--- src/rtl/adxl362_spi_responder.sv ---
// adxl362_spi_responder
//   SPI mode-0 responder that emulates the ADXL362 register interface. It runs
//   in the system clock domain and oversamples the SPI pins (clk >= 8x SCLK).
//   Serves X/Y/Z samples captured from ports and holds FILTER_CTL/POWER_CTL.
//
// Ports
//   clk            system clock
//   reset          synchronous, active-high
//   sclk/ss/mosi   SPI pins from the master (ss active-low, MSB first)
//   miso           SPI data to the master
//   accel_x/y/z    12-bit two's complement samples
//   sample_strobe  one-clk pulse, new sample on accel_x/y/z
//   power_ctl      POWER_CTL register (0x2D)
//   filter_ctl     FILTER_CTL register (0x2C)
//   bad_cmd        one-clk pulse on an unsupported command byte
module adxl362_spi_responder #(
    parameter logic [7:0] DEVID_AD    = 8'hAD,
    parameter logic [7:0] PARTID      = 8'hF2,
    parameter int         SYNC_STAGES = 2
) (
    input  logic               clk,
    input  logic               reset,
    input  logic               sclk,
    input  logic               ss,
    input  logic               mosi,
    output logic               miso,
    input  logic signed [11:0] accel_x,
    input  logic signed [11:0] accel_y,
    input  logic signed [11:0] accel_z,
    input  logic               sample_strobe,
    output logic [7:0]         power_ctl,
    output logic [7:0]         filter_ctl,
    output logic               bad_cmd
);
    localparam int         SYNC_N    = (SYNC_STAGES < 2) ? 2 : SYNC_STAGES;
    localparam logic [7:0] CMD_READ  = 8'h0B;
    localparam logic [7:0] CMD_WRITE = 8'h0A;

    typedef enum logic [2:0] {IDLE, CMD, ADDR, WR, RD, IGNORE} state_t;
    state_t state, state_nxt;

    logic [SYNC_N-1:0] sclk_sync, ss_sync, mosi_sync;
    logic              sclk_prev;
    logic              sclk_s, ss_s, mosi_s, sclk_rise, sclk_fall, byte_done;
    logic [2:0]        bit_cnt;
    logic [6:0]        rx_shift;
    logic [6:0]        tx_shift;
    logic [7:0]        rx_byte, addr, rd_data;
    logic              rd_mode, armed, data_ready, pending, soft_pend, bad_cmd_nxt;
    logic signed [11:0] shadow_x, shadow_y, shadow_z;
    logic signed [11:0] pend_x, pend_y, pend_z;

    // Synchronizers are left out of reset so ss_s always reflects the real pin.
    always_ff @(posedge clk) begin
        sclk_sync <= {sclk_sync[SYNC_N-2:0], sclk};
        ss_sync   <= {ss_sync[SYNC_N-2:0], ss};
        mosi_sync <= {mosi_sync[SYNC_N-2:0], mosi};
        sclk_prev <= sclk_sync[SYNC_N-1];
    end

    assign sclk_s    = sclk_sync[SYNC_N-1];
    assign ss_s      = ss_sync[SYNC_N-1];
    assign mosi_s    = mosi_sync[SYNC_N-1];
    assign sclk_rise = sclk_s & ~sclk_prev;
    assign sclk_fall = ~sclk_s & sclk_prev;
    assign rx_byte   = {rx_shift, mosi_s};
    assign byte_done = sclk_rise && (bit_cnt == 3'd7);

    always_comb begin
        rd_data = 8'h00;
        case (addr)
            8'h00:   rd_data = DEVID_AD;
            8'h01:   rd_data = 8'h1D;
            8'h02:   rd_data = PARTID;
            8'h03:   rd_data = 8'h01;
            8'h08:   rd_data = shadow_x[11:4];
            8'h09:   rd_data = shadow_y[11:4];
            8'h0A:   rd_data = shadow_z[11:4];
            8'h0B:   rd_data = {7'b0, data_ready};
            8'h0E:   rd_data = shadow_x[7:0];
            8'h0F:   rd_data = {{4{shadow_x[11]}}, shadow_x[11:8]};
            8'h10:   rd_data = shadow_y[7:0];
            8'h11:   rd_data = {{4{shadow_y[11]}}, shadow_y[11:8]};
            8'h12:   rd_data = shadow_z[7:0];
            8'h13:   rd_data = {{4{shadow_z[11]}}, shadow_z[11:8]};
            8'h2C:   rd_data = filter_ctl;
            8'h2D:   rd_data = power_ctl;
            default: rd_data = 8'h00;
        endcase
    end

    always_ff @(posedge clk) begin
        if (reset) state <= IDLE;
        else       state <= state_nxt;
    end

    always_comb begin
        state_nxt   = state;
        bad_cmd_nxt = 1'b0;
        case (state)
            IDLE: if (armed && !ss_s) state_nxt = CMD;
            CMD: begin
                if (byte_done) begin
                    if (rx_byte == CMD_READ || rx_byte == CMD_WRITE) begin
                        state_nxt = ADDR;
                    end else begin
                        state_nxt   = IGNORE;
                        bad_cmd_nxt = 1'b1;
                    end
                end
            end
            ADDR:    if (byte_done) state_nxt = rd_mode ? RD : WR;
            default: state_nxt = state;
        endcase
        // Deselect aborts whatever frame is in progress.
        if (state != IDLE && ss_s) begin
            state_nxt   = IDLE;
            bad_cmd_nxt = 1'b0;
        end
    end

    always_ff @(posedge clk) begin
        if (reset) begin
            miso       <= 1'b0;
            power_ctl  <= 8'h00;
            filter_ctl <= 8'h13;
            bad_cmd    <= 1'b0;
            bit_cnt    <= '0;
            rx_shift   <= '0;
            tx_shift   <= '0;
            addr       <= '0;
            rd_mode    <= 1'b0;
            armed      <= 1'b0;
            data_ready <= 1'b0;
            pending    <= 1'b0;
            soft_pend  <= 1'b0;
            shadow_x   <= '0;
            shadow_y   <= '0;
            shadow_z   <= '0;
            pend_x     <= '0;
            pend_y     <= '0;
            pend_z     <= '0;
        end else begin
            bad_cmd <= bad_cmd_nxt;
            if (ss_s) armed <= 1'b1;

            if (state == IDLE || ss_s) begin
                bit_cnt <= '0;
                miso    <= 1'b0;
            end else begin
                if (sclk_rise) begin
                    rx_shift <= rx_byte[6:0];
                    bit_cnt  <= bit_cnt + 3'd1;
                end
                case (state)
                    CMD:  if (byte_done) rd_mode <= (rx_byte == CMD_READ);
                    ADDR: if (byte_done) addr <= rx_byte;
                    WR: begin
                        if (byte_done) begin
                            case (addr)
                                8'h2C:   filter_ctl <= rx_byte;
                                8'h2D:   power_ctl  <= rx_byte;
                                8'h1F:   if (rx_byte == 8'h52) soft_pend <= 1'b1;
                                default: ;
                            endcase
                            addr <= addr + 8'd1;
                        end
                    end
                    RD: begin
                        if (sclk_fall) begin
                            if (bit_cnt == 3'd0) begin
                                // Byte boundary: present the MSB before the next rising edge.
                                miso     <= rd_data[7];
                                tx_shift <= rd_data[6:0];
                                addr     <= addr + 8'd1;
                                if ((addr >= 8'h08 && addr <= 8'h0A) ||
                                    (addr >= 8'h0E && addr <= 8'h13))
                                    data_ready <= 1'b0;
                            end else begin
                                miso     <= tx_shift[6];
                                tx_shift <= {tx_shift[5:0], 1'b0};
                            end
                        end
                    end
                    default: ;
                endcase
            end

            // Captures land after the clear above so a same-cycle set wins.
            if (sample_strobe && power_ctl[1:0] == 2'b10) begin
                if (ss_s) begin
                    shadow_x   <= accel_x;
                    shadow_y   <= accel_y;
                    shadow_z   <= accel_z;
                    data_ready <= 1'b1;
                    pending    <= 1'b0;
                end else begin
                    // Keep the frame coherent; commit once ss goes high.
                    pend_x  <= accel_x;
                    pend_y  <= accel_y;
                    pend_z  <= accel_z;
                    pending <= 1'b1;
                end
            end else if (pending && ss_s) begin
                shadow_x   <= pend_x;
                shadow_y   <= pend_y;
                shadow_z   <= pend_z;
                data_ready <= 1'b1;
                pending    <= 1'b0;
            end

            if (soft_pend && ss_s) begin
                power_ctl  <= 8'h00;
                filter_ctl <= 8'h13;
                shadow_x   <= '0;
                shadow_y   <= '0;
                shadow_z   <= '0;
                data_ready <= 1'b0;
                pending    <= 1'b0;
                soft_pend  <= 1'b0;
            end
        end
    end
endmodule

--- config.mk ---
export PLATFORM = sky130hd
export DESIGN_NAME = adxl362_spi_responder
export DESIGN_NICKNAME = d
export VERILOG_FILES = /design/src/rtl/adxl362_spi_responder.sv
export SDC_FILE = /design/constraint.sdc
export NUM_CORES = 1
export LEC_CHECK = 0
export CORE_MARGIN = 2
export CORE_UTILIZATION = 40
export DETAILED_ROUTE_END_ITERATION = 12
export HOLD_SLACK_MARGIN = 0.08
export PLACE_DENSITY_LB_ADDON = 0.3
export SETUP_SLACK_MARGIN = 0.02
export SYNTH_ARGS = -nofsm -noshare
export SYNTH_HDL_FRONTEND = slang
export SYNTH_SLANG_ARGS = --single-unit
--- constraint.sdc ---
create_clock -name clk -period 2.3 [get_ports clk]
set_input_delay 0.46 -clock clk [delete_from_list [all_inputs] [get_ports clk]]
set_output_delay 0.46 -clock clk [all_outputs]
set_load 0.02 [all_outputs]
# Word-level counts from Yosys, hierarchy flattened
# Index checks and enable logic that the tools add are counted.
[op_classes] n_addsub=2 mul=0 n_div=0 order_cmp=4 eq_ne=32 shift=0 n_mux=35 n_bitwise=8 n_reduce_logical=34
[ops] operator="one-hot mux 8 bit (16 select lines)" count=1
[ops] operator="2-to-1 mux 12 bit" count=9
[ops] operator="== test 8 x 4 -> 1 bit, second input constant" count=8
[ops] operator="== test 8 x 5 -> 1 bit, second input constant" count=5
[ops] operator="2-to-1 mux 8 bit" count=4
[ops] operator="one-hot mux 8 bit (3 select lines)" count=1
[ops] operator="== test 8 x 2 -> 1 bit, second input constant" count=2
[ops] operator="== test 8 x 6 -> 1 bit, second input constant" count=2
[ops] operator="greater-or-equal comparator 8 x 4 -> 1 bit, second input constant" count=2
[ops] operator="2-to-1 mux 3 bit" count=5
[ops] operator="!= test 2 bit, second input constant" count=7
[ops] operator="2-to-1 mux 1 bit" count=13
[ops] operator="AND reduction 4 bit" count=3
[ops] operator="one-hot mux 3 bit (3 select lines)" count=1
[ops] operator="nonzero test 3 bit" count=3
[ops] operator="adder 8 x 1 -> 8 bit, second input constant" count=1
[ops] operator="== test 8 x 1 -> 1 bit, second input constant" count=1
[ops] operator="== test 8 x 7 -> 1 bit, second input constant" count=1
[ops] operator="<= comparator 8 x 4 -> 1 bit, second input constant" count=1
[ops] operator="<= comparator 8 x 5 -> 1 bit, second input constant" count=1
[ops] operator="logical AND 1 bit" count=8
[ops] operator="zero test 8 bit" count=1
[ops] operator="AND reduction 2 bit" count=4
[ops] operator="2-to-1 mux 7 bit" count=1
[ops] operator="16 further kinds" count=30
[totals] ff_bits=130 latchBits=0 ramBits=0 romBits=0 input_bits=42 out_inout_bits=18 elab_cells=139 mem_count=0

# Longest topological paths before layout
# Gate-level depths: netlist of run 1.
[depth] ltp_word=10 ltp_mapped=9 mapped_depth_nobuf=8

# Least setup slack after synthesis of run 1
# No wires, ideal clock.
[synth_path] kind="flip-flop to flip-flop" from="reg addr[6]" to="reg tx_shift[2]" t_arrival_ns=1.949 required_ns=2.200 setup_slack_ns=0.251 path_stages_with_launch=8 n_path_buf=1 synth_period_minus_slack_ns=2.049 path_cell_list="dfxtp_1 > buf_6 > or4_4 > nor3b_4 > a22o_2 > nand2_1 > and3_1 > a2111oi_4"
[synth_between] elab_chain_cells=3
[synth_lines] item="start: declaration" line_no="48" text="logic [7:0] rx_byte, addr, rd_data;"
[synth_lines] item="start signal: assignment" line_no="157" text="ADDR: if (byte_done) addr <= rx_byte;"
[synth_lines] item="start signal: assignment" line_no="166" text="addr <= addr + 8'd1;"
[synth_lines] item="start signal: assignment" line_no="175" text="addr <= addr + 8'd1;"
[synth_lines] item="== test 8 x 6 -> 1 bit (tied with other cells)" line_no="71" text="case (addr)"
[synth_lines] item="one-hot mux 8 bit (16 select lines) (*)" line_no="71"
[synth_lines] item="2-to-1 mux 7 bit (*)" line_no="171" text="if (bit_cnt == 3'd0) begin"
[synth_lines] item="end signal: assignment" line_no="174" text="tx_shift <= rd_data[6:0];"
[synth_lines] item="end signal: assignment" line_no="181" text="tx_shift <= {tx_shift[5:0], 1'b0};"
[synth_lines] item="end: declaration" line_no="47" text="logic [6:0] tx_shift;"
# Mark *: on every way between the ends. The rest lies on a longest branch, timed or not.
# A chain may end at the register's enable or synchronous reset.

# Worst setup path after layout of run 1
[layout_path] from="reg addr[0]" to="reg tx_shift[0]"
# Same word-level chain as after synthesis.

==> results of run 1 <==
==> power groups by stage <==
stage                     clock (W)  combinational [W]  sequential (W)
after CTS                   0.00288           0.000178         0.00227
after global placement            0           0.000176         0.00232
after global routing        0.00298           0.000192         0.00227
final                       0.00284           0.000179         0.00227
after detailed placement          0           0.000177         0.00232
after floorplan                   0          0.0000684         0.00232
==> registers in the layout, summed over array words and instances (netlist names), 7 cells and up <==
signal      flops
pend_x         12
pend_y         12
pend_z         12
shadow_x       12
shadow_y       12
shadow_z       12
addr            8
filter_ctl      8
power_ctl       8
rx_shift        7
tx_shift        7
==> routing by layer <==
layer	routed length, um	GRT usage	vias to the layer above
met5	0	0	-
met1	8820	0.331	2929
met4	490	0.0914	0
met2	8580	0.353	203
li1	-	-	3019
met3	1190	0.0520	33
==> cells in the final DEF (no fill, tap or decap), types with 3 or more instances in the layout <==
cell type | synthesis | routed
nand2_1 | 207 | 207
dfxtp_1 | 130 | 130
a21oi_1 | 80 | 80
nor2_1 | 76 | 73
clkdlybuf4s50_1 | 0 | 58
buf_4 | 1 | 47
a311oi_1 | 37 | 37
o21ai_0 | 31 | 31
a22o_1 | 17 | 17
clkbuf_16 | 0 | 17
a22oi_1 | 15 | 15
nand3_1 | 13 | 13
nand4_1 | 8 | 8
buf_12 | 0 | 8
o211ai_1 | 7 | 7
inv_1 | 7 | 7
ha_1 | 7 | 7
a32oi_1 | 6 | 6
a221oi_1 | 6 | 6
and3_1 | 7 | 6
nor3_1 | 5 | 5
or3_1 | 5 | 5
nand2b_1 | 5 | 5
nor2b_1 | 5 | 5
nand3b_1 | 4 | 4
a211oi_1 | 4 | 4
nor4_1 | 4 | 4
a22o_2 | 4 | 4
a31oi_1 | 4 | 4
bufinv_16 | 0 | 4
clkinvlp_4 | 0 | 4
and4_1 | 3 | 3
nor4b_1 | 3 | 3
a21o_1 | 3 | 3
a2111oi_2 | 1 | 3
and3_2 | 2 | 3
o31ai_1 | 3 | 3
==> layout make-up <==
cell class	count	area, um2	area share
Multi-Input combinational cell	605	3350	0.421
Sequential cell	130	2600	0.327
Timing Repair Buffer	114	1100	0.138
Clock buffer	18	429	0.0540
Tap cell	211	264	0.0332
Clock inverter	13	186	0.0234
Inverter	7	26.3	0.00330
==> worst max-delay path by stage <==
| stage | startpoint | to | slack [ns] | depth (start not counted) |
|---|---|---|---|---|
| floorplan | addr[6] | tx_shift[2] | 0.25 | 7 |
| global placement | addr[6] | tx_shift[6] | 0.03 | 8 |
| finish | addr[0] | tx_shift[0] | 0.14 | 9 |
| detailed placement | addr[6] | tx_shift[6] | 0.03 | 8 |
| CTS | addr[6] | tx_shift[6] | 0.08 | 8 |
| global route | bit_cnt[0] | addr[4] | 0.02 | 9 |
==> what timing repair did <==
item | 4_1_cts | 5_1_grt
gates cloned | 0 | 0
pin swaps | 0 | 1
setup buffers | 0 | 1
gates resized for setup | 1 | 6
endpoints found under the setup margin | 1 | 6
endpoints found under the hold margin | 0 | 0
==> cell families (layout without fill, tap and decap cells) <==
family                     after synthesis  count (layout)  synth area share
xor gates and xnor gates                 2               2           0.00280
muxes                                    2               2           0.00320
DFF                                    130             130             0.416
adders and majority gates                7               7            0.0140
and+or+nand+nor                        361             361             0.254
buffers and inverters                   76             152            0.0553
AOI/OAI and AO/OA                      233             233             0.255
==> stage by stage <==
stage / setup WS (ns) / total power (W) / instance area [um2] / hold slack [ns]
final: 0.138 / 0.00529 / 7950 / 0.325
after global routing: 0.0234 / 0.00545 / 7950 / 0.332
after CTS: 0.0846 / 0.00533 / 7910 / 0.325
after detailed placement: 0.0252 / 0.00250 / 7300 / 0.312
after global placement: 0.0303 / 0.00250 / 7300 / 0.312
after floorplan: 0.251 / 0.00238 / 6260 / 0.310
==> flow_metrics.tcl, run 1 <==
set metrics [dict create \
    drt_iter0_drc 595 \
    hold_path_end "ss_sync[1]" \
    rsz0062_at_grt "no" \
    dieHeight_um 129 \
    hold_path_startpoint "ss_sync[0]" \
    via_per_inst 5.63 \
    status "complete, no violations" \
    holdPathStages 0 \
    totalWireLength_um 19100 \
    final_max_slew_viol_count 0 \
    final_util 0.521 \
    crit_chain "buf_4, ha_1, and3_1, buf_4, a32oi_1, o211ai_1, a211oi_1, buf_4, o31ai_1" \
    cp_max_fo 6 \
    synth_seq_cells 130 \
    hold_path_class "reg -> reg" \
    fmax_mhz 463 \
    leakagePower_nw 2.57 \
    drc 0 \
    cp_common_cell "buf_4" \
    p_int_w 0.00416 \
    worstSetupEndpointType "flop" \
    yosysWarnings 0 \
    cts-root-buf "clkbuf_16" \
    slowest_delay_ns 0.33 \
    syn-num-nets 860 \
    drive_above_1_share 0.122 \
    placed_cells 1066 \
    worst_setup_path_start_kind "flop" \
    fin_nets 924 \
    cts_buffer_depth 2 \
    fillers 1460 \
    setup_viol 0 \
    ios 60 \
    grt_first_pass_wirelength_um 30500 \
    path_delay_family "compound AO/OA/AOI/OAI gates" \
    firstDrtPassIters 5 \
    reg2reg_from "addr[0]" \
    cts_buffers 17 \
    power_switching_share 0.215 \
    rr_worst_depth 9 \
    cts_tree "built" \
    antenna_found_initial 0 \
    synth.most_common_cell "nand2_1" \
    slew_headroom 0.615 \
    grt_pass1_vias 5645 \
    r2r_end "tx_shift[0]" \
    io_buffers 59 \
    hold_buffers 0 \
    ys_top_cells_by_area "dfxtp_1 (42%), nand2_1 (12%), a21oi_1 (6.4%)" \
    r2r_setup_slack_ns 0.14 \
    gp_congestion 0.935 \
    fp.dieArea_um2 16700 \
    rows 45 \
    fin_crit_ns 2.16 \
    synth_top_area_frac 0.416 \
    tns_ns 0 \
    wl_per_cell_um 17.4 \
    max_cap_violations 0 \
    yosys_most_used_dff "dfxtp_1" \
    syn-instance-count 811 \
    async_flop_share 0 \
    seqPwrFrac 0.429 \
    synthTopCellsByCount "nand2_1 (207), dfxtp_1 (130), a21oi_1 (80)" \
    synth-edff-count 0 \
    postRouteAntennaNets 0 \
    cts_sinks 130 \
    power.density_nw_per_um2 666 \
    crit_slowest_cell "dfxtp_1" \
    power_switching_w 0.00114 \
    hpwl_um 13200 \
    vdd_drop_max_mv 0.450 \
    seq_area_frac_synth 0.416 \
    clock_latency_ns 0.43 \
    criticalPathCategory "reg -> reg" \
    syn_area_um2 6260 \
    clock_skew_ns 0.00598 \
    critPathBufInv 3 \
    core-area_um2 15300 \
    clkPwrFrac 0.537 \
    required_ns 2.60 \
    arrival_ns 2.46 \
    diodes 0 \
    initial_core_util 0.410 \
    pwr-share-comb 0.034 \
    synth_largest_area_cell "dfxtp_1" \
    final_cell_count_no_fill 1098 \
    fin_crit_sh 0.940 \
    worst_pin_slew_ns 0.578 \
    vias 6184 \
    h-tree-depth 4 \
    avgSynthCellArea_um2 7.72 \
    yosysUniqueCellTypes 61 \
    die_w_um 129 \
    grt_max_degree 74 \
    area_growth_pct 27.0 \
    grt-ovfl-total 0 \
    hold_viol 0 \
    grt_usage 0.236 \
    clk_pin_slew_ns 0.06 \
]
(Power assumes the default switching activity.)
==> run 2, diff against run 1 <==
==> constraint.sdc (replaced) <==
create_clock -name clk -period 1.9 [get_ports clk]
set_input_delay 0.38 -clock clk [delete_from_list [all_inputs] [get_ports clk]]
set_output_delay 0.38 -clock clk [all_outputs]
set_load 0.02 [all_outputs]
==> flow_metrics.tcl, run 2 (same netlist as run 1, synthesis figures left out) <==
set metrics [dict create \
    status "finished with violations" \
    failed_checks "negative setup slack" \
    max_cap_violations 0 \
    grt_max_degree 68 \
    power_switching_w 0.00145 \
    worst_setup_path_start_kind "flop" \
    seqPwrFrac 0.436 \
    setup_viol 5 \
    final_cell_area_um2 8830 \
    clock_latency_ns 0.43 \
    slowest_delay_ns 0.55 \
    rows 45 \
    criticalPathCategory "reg -> reg" \
    vdd_drop_max_mv 0.570 \
    rsz0062_at_grt "yes" \
    post_dp_cell_area_um2 7720 \
    clk_pin_slew_ns 0.06 \
    diodes 0 \
    die_w_um 129 \
    fmax_mhz 509 \
    cts_sinks 130 \
    totalWireLength_um 20700 \
    gp_congestion 0.985 \
    fin_crit_sh 1.03 \
    fin_ws_ns -0.0630 \
    final_max_slew_viol_count 0 \
    drt_iter0_drc 689 \
    crit_chain "or4_4, nor3b_4, buf_6, a22o_1, a221oi_2, a31oi_1, a21boi_2" \
    via_per_inst 5.59 \
    firstDrtPassIters 6 \
    required_ns 2.26 \
    fp.dieArea_um2 16700 \
    grt_pass1_vias 5868 \
    postRouteAntennaNets 0 \
    leakagePower_nw 3.04 \
    arrival_ns 2.32 \
    pwr-share-comb 0.039 \
    initial_core_util 0.410 \
    crit_slowest_cell "or4_4" \
    slew_headroom 0.660 \
    fin_nets 985 \
    fin_crit_ns 1.96 \
    vias 6484 \
    p_int_w 0.00484 \
    cts_tree "built" \
    worstSetupEndpointType "flop" \
    cts_buffers 17 \
    area_growth_pct 41.1 \
    mostFrequentLayoutCells "nand2_1 (207), dfxtp_1 (119), buf_4 (96)" \
    grt_first_pass_wirelength_um 31700 \
    cts-root-buf "clkbuf_16" \
    power_switching_share 0.231 \
    clock_skew_ns 0.00786 \
    h-tree-depth 4 \
    clkPwrFrac 0.525 \
    hold_path_class "reg -> reg" \
    drive_above_1_share 0.235 \
    final_util 0.579 \
    grt_usage 0.244 \
    wl_per_cell_um 17.8 \
    ios 60 \
    worst_pin_slew_ns 0.504 \
    cp_max_fo 5 \
    final_common_cell "nand2_1" \
    grt-ovfl-total 0 \
    drc 0 \
    cts_buffer_depth 2 \
    hold_buffers 0 \
    dieHeight_um 129 \
    antenna_found_initial 0 \
    io_buffers 59 \
    power.density_nw_per_um2 712 \
    tns_ns -0.253 \
    hpwl_um 13800 \
    hold_viol 0 \
    core-area_um2 15300 \
]
-- run 2: cell count changes in the layout (fill, tap and decap cells not counted), sizes merged --
cell	change
clkinv	+1
dlygate4sd2	+3
buf	+59
inv	+4
clkbuf	+2
bufinv	-2
clkinvlp	-2
dlymetal6s2s	+4
clkdlybuf4s50	-7
-- run 2: worst max-delay path: cells and delay by family (launching register included) --
family | cells | cell delay [ns]
AOI/OAI and AO/OA | 4 | 0.61
buffers and inverters | 1 | 0.16
DFF | 1 | 0.32
and+or+nand+nor | 2 | 0.81
-- run 2: layout make-up --
type	count	area, um2
flip-flops and latches	130	2620
clock inverters	14	151
well taps	211	264
clock buffers	18	439
fillers	1359	6420
inverters	7	28.8
repair buffers	175	1640
multi-input cells	605	3690
-- run 2: final timing paths --
path,startpoint,end,slack [ns],cells past startpoint
setup / recovery,addr[5],miso,-0.06,7
hold / removal,ss_sync[0],ss_sync[1],0.33,0
setup reg to reg,addr[5],miso,-0.06,7
hold reg to reg,ss_sync[0],ss_sync[1],0.33,0
-- run 2: what timing repair did --
item	4_1_cts	5_1_grt
setup buffers	4	7
setup endpoints to repair	12	35
cloned	0	2
resized for setup	45	57
pin swaps	12	18
-- run 2: metal layers --
metal / track usage / wire length, um / vias up
li1: - / - / 3147
met1: 0.336 / 9210 / 3046
met2: 0.367 / 9530 / 244
met3: 0.0619 / 1380 / 47
met4: 0.0959 / 540 / 0
met5: 0 / 0 / -
-- run 2: per-stage QoR --
stage               hold slack (ns)  instances  power (W)  setup WS [ns]
global route                  0.341       1160    0.00647         -0.146
finish                        0.325       1160    0.00629        -0.0630
global placement              0.310       1118    0.00304         -0.180
CTS                           0.326       1151    0.00631        -0.0577
floorplan                     0.310        811    0.00289         0.0136
detailed placement            0.312       1118    0.00304         -0.215
-- run 2: power by group through the flow --
stage               Sequential, W  Combinational (W)  Clock (W)
floorplan                 0.00280          0.0000836          0
global placement          0.00281           0.000229          0
detailed placement        0.00281           0.000229          0
CTS                       0.00275           0.000234    0.00333
global route              0.00274           0.000262    0.00346
finish                    0.00275           0.000243    0.00330
